File: src/rtl/exec_sequencer.sv
// exec_sequencer: a four-state instruction sequencer (IDLE -> DECODE -> EXEC -> WB).
// It takes one 16-bit instruction at a time and holds it in an internal register.
// The ALU and register-file addresses are driven from that register. A legal
// instruction is written back; an illegal opcode is dropped with a one-cycle pulse.
// Throughput is one instruction every four cycles.
module exec_sequencer #(
  parameter int CNT_W = 16
) (
  input  logic             clk,
  input  logic             rst_n,
  input  logic [15:0]      instr,
  input  logic             instr_valid,
  output logic             instr_ready,
  input  logic [7:0]       alu_result,
  output logic [3:0]       alu_opcode,
  output logic [3:0]       read_reg1,
  output logic [3:0]       read_reg2,
  output logic [3:0]       write_reg,
  output logic [7:0]       write_data,
  output logic             reg_write,
  output logic             done,
  output logic             illegal,
  output logic [CNT_W-1:0] retired
);

  typedef enum logic [1:0] {
    IDLE   = 2'd0,
    DECODE = 2'd1,
    EXEC   = 2'd2,
    WB     = 2'd3
  } state_t;

  localparam logic [3:0] OP_LAST_LEGAL = 4'b0100;  // add, sub, and, or, xor are 0..4

  state_t           state_reg;
  logic [15:0]      instr_reg;
  logic [7:0]       write_data_reg;
  logic [CNT_W-1:0] retired_reg;
  logic             reg_write_reg;
  logic             done_reg;
  logic             illegal_reg;
  logic             opcode_legal;

  // Opcode legality is judged on the latched instruction, never on the live input
  assign opcode_legal = (instr_reg[15:12] <= OP_LAST_LEGAL);

  // Handshake is purely a function of state so the requester sees it without a cycle of lag
  assign instr_ready = (state_reg == IDLE);

  // Field decode from the instruction register keeps the datapath stable while busy
  assign alu_opcode = instr_reg[15:12];
  assign write_reg  = instr_reg[11:8];
  assign read_reg1  = instr_reg[7:4];
  assign read_reg2  = instr_reg[3:0];

  assign write_data = write_data_reg;
  assign reg_write  = reg_write_reg;
  assign done       = done_reg;
  assign illegal    = illegal_reg;
  assign retired    = retired_reg;

  // Sequencer FSM with registered strobes; the async clear drops an in-flight writeback at once
  always_ff @(posedge clk or negedge rst_n) begin
    if (!rst_n) begin
      state_reg      <= IDLE;
      instr_reg      <= '0;
      write_data_reg <= '0;
      retired_reg    <= '0;
      reg_write_reg  <= 1'b0;
      done_reg       <= 1'b0;
      illegal_reg    <= 1'b0;
    end else begin
      // Strobes default low and are raised only on the edge entering their single active cycle
      reg_write_reg <= 1'b0;
      done_reg      <= 1'b0;
      illegal_reg   <= 1'b0;
      case (state_reg)
        IDLE: begin
          if (instr_valid) begin
            instr_reg <= instr;
            state_reg <= DECODE;
          end
        end
        DECODE: begin
          // Raising the illegal flag here makes it high for exactly the EXEC cycle
          illegal_reg <= ~opcode_legal;
          state_reg   <= EXEC;
        end
        EXEC: begin
          if (opcode_legal) begin
            write_data_reg <= alu_result;
            reg_write_reg  <= 1'b1;
            done_reg       <= 1'b1;
            // Count is updated alongside the done pulse; wraps naturally at 2^CNT_W
            retired_reg    <= retired_reg + CNT_W'(1);
            state_reg      <= WB;
          end else begin
            state_reg <= IDLE;
          end
        end
        WB: begin
          state_reg <= IDLE;
        end
        default: begin
          state_reg <= IDLE;
        end
      endcase
    end
  end

endmodule

File: config.mk
export PLATFORM = sky130hd
export DESIGN_NAME = exec_sequencer
export DESIGN_NICKNAME = d
export VERILOG_FILES = /design/src/rtl/exec_sequencer.sv
export SDC_FILE = /design/constraint.sdc
export NUM_CORES = 1
export LEC_CHECK = 0
export CAP_MARGIN = 30
export CORE_MARGIN = 10
export CORE_UTILIZATION = 40
export DETAILED_ROUTE_END_ITERATION = 6
export GPL_TIMING_DRIVEN = 0
export PLACE_DENSITY_LB_ADDON = 0.15
export SYNTH_ARGS = -nofsm -noshare
export SYNTH_HDL_FRONTEND = slang
export SYNTH_SLANG_ARGS = --single-unit
File: constraint.sdc
create_clock -name clk -period 2.65 [get_ports clk]
set_input_delay 0.53 -clock clk [delete_from_list [all_inputs] [get_ports clk]]
set_output_delay 0.53 -clock clk [all_outputs]
set_load 0.05 [all_outputs]
==> impl_metrics.toml <==
[cts]
cts_buffers = 5
path_clk_slew_ps = 70
htree_levels = 2
cts_resized = 0
cts_hold_buf = 0
clockRootBuffer = "clkbuf_8"
cts_tree = "done"
clk_latency_ps = 290
max-clock-path-buffers = 2
clock-sinks = 44
cts_setup_buffers = 0

[global_route]
grt_max_degree = 32
antenna_found_initial = 0
track_usage_pct = 11.64
grt_pass1_vias = 1376
grt_pass1_wl_mm = 6.982
grt_overflow = 0

[floorplanning]
die_area_um2 = 7609
dieHeight_um = 87.23
core_area_um2 = 4354
die_x_um = 87.23
num_io_pins = 71
rows = 24
initial_core_util_pct = 41.52

[logic_synthesis]
yosysUniqueCellTypes = 23
yosys.area_share.simple_pct = 11.21
ys_ff_latch = 44
ys_seq_area_share_pct = 60.90
synth_xor_area_share_pct = 7.266
synthCells = 122
synth_top_family_by_area = "multiplexers"
yosysWarnings = 0
muxShareOfSynthArea_pct = 17.02
synth.avg_cell_area_um2 = 14.82
synthFlopType = "dfrtp_1"
syn-num-nets = 150
yosys.area.top_type = "dfrtp_1"
synth_area_um2 = 1808
ys_top_cells_by_area = "dfrtp_1 61%, mux2_2 11%, xnor2_1 6.8%, mux2_4 5.8%, nand3_1 1.7%"
yosys.area_share.adder_pct = 0.6920
synth-edff-count = 0
synth_compound_area_share_pct = 0.8304
netlist.area_leader.share_pct = 60.90
synthArstFlopShare_pct = 100.0

[pwr]
irDropWorstVdd_mv = 0.6287
power_switching_mw = 1.565
comb_power_share_pct = 56.3
p_total_mw = 3.441
netSwitchingFraction_pct = 45.47
power_frac_seq_pct = 31.5
power.internal_mw = 1.876
clkPwrFrac_pct = 12.2
power_density_nw_per_um2 = 1285
leakage_nw = 1.159

[routing]
wl_per_cell_um = 17.30
routed-via-count = 1245
first_iter_violations = 24
wl_mm = 4.377
first_pass_iters = 4
drc = 0
vias_per_cell = 4.921
final_antenna_net_count = 0

[finish]
final_cell_mix = "69 x clkdlybuf4s50_1, 44 x dfrtp_1, 18 x mux2_2"
diodes = 0
layoutNonFillerInstCount = 253
drive_above_1_share_pct = 21.39
area_growth_pct = 48.17
mostFrequentLayoutCell = "clkdlybuf4s50_1"
final_core_util_pct = 61.52
nets = 228

[timing]
timing.final.crit_share_pct = 83.72
fmax_ghz = 0.4507
hold-worst-slack_ps = 145.2
min_period_ps = 2219
hold_violations = 0
setup_tns_ps = 0
worstMarginPinSlew_ps = 542.1
drv_slew = 0
relSlewSlack_pct = 63.74
finClkSkew_ps = 6.362
setup_viol = 0
rsz0062_at_grt = "no"

[worst_hold_path]
hold_path_class = "input port to async pin"

[setup_path]
critical-path-max-stage-delay_ps = 880
critPathKind = "register to primary output"
cp-start-kind = "register"
r2r_slack_ps = 1000
crit_arrival_ps = 1690
path_max_fanout = 6
slowest_stage = "clkdlybuf4s50_1"
cp_top_family = "buffers and inverters"
cp-end-kind = "primary output"
critPathBufInv = 1
crit_required_ps = 2120
crit_chain = "clkdlybuf4s50_1"

[placed_design]
place_congestion = 0.7357
dpl.hpwl_mm = 3.509
port_buffers = 70
place_inst = 245

[status]
status = "completed"

[flow_run]
cap_violations = 0
-- cell type report --
| type | instances | area, um2 |
|---|---|---|
| multi-input combinational | 72 | 669.4 |
| buffer | 5 | 33.78 |
| clock buffer | 8 | 90.09 |
| timing repair buffer | 71 | 715.7 |
| inverter | 1 | 3.754 |
| sequential | 44 | 1101 |
| tap | 52 | 65.06 |
| fill | 359 | 1675 |
-- routing by layer --
layer	vias to the layer above	share of wire, %	wire [um]	track usage (%)
met1	614	37	1639	12.37
met5	-	0	0	0
li1	574	-	-	-
met2	52	51	2253	20.19
met3	5	10	454	5.431
met4	0	0.66	29	3.188
-- power groups by stage --
stage | clock [mW] | sequential (mW) | combinational (mW)
4_1_cts | 0.437 | 1.09 | 1.97
6_report | 0.421 | 1.08 | 1.94
3_3_place_gp | 0 | 1.08 | 1.93
3_5_place_dp | 0 | 1.10 | 1.96
2_1_floorplan | 0 | 1.87 | 0.513
5_1_grt | 0.462 | 1.12 | 2.02
-- synth_stat cells (2+ instances only) --
master / n
nand4_1: 4
nand2b_1: 2
and3_1: 3
xnor2_1: 14
nand2_1: 5
mux2_4: 7
mux2_2: 18
nand3_1: 6
nor2_1: 3
dfrtp_1: 44
buf_2: 3
and4_1: 2
-- metrics by stage --
| stage | area, um2 | worst slack (ps) |
|---|---|---|
| floorplan | 1808 | 526.3 |
| global placement | 2574 | -8.913 |
| detailed placement | 2589 | 552.4 |
| CTS | 2679 | 419.0 |
| global route | 2679 | 358.2 |
| finish | 2679 | 431.3 |
-- kinds of logic (layout without fill, tap and decap cells) --
group           count (synthesis)  after routing
buf+inv                         6             85
fa+ha+maj                       1              1
simple gates                   30             30
mux                            25             25
xor+xnor                       15             15
flops                          44             44
compound gates                  1              1
-- worst paths after layout --
path | endpoint | from | cells after the start
max | alu_opcode[3] | instr_reg[15]$_DFFE_PN0P_ | 1
min | write_data[2]$_DFFE_PN0P_ | rst_n | 1
max reg2reg | instr_reg[11]$_DFFE_PN0P_ | state_reg[1]$_DFFE_PN0P_ | 5
min reg2reg | retired[15]$_DFFE_PN0P_ | retired[15]$_DFFE_PN0P_ | 1
max in group asynchronous | retired[8]$_DFFE_PN0P_ | rst_n | 2
min in group clk | retired[15]$_DFFE_PN0P_ | retired[15]$_DFFE_PN0P_ | 1
No activity file was read; power rests on OpenSTA's default activity.
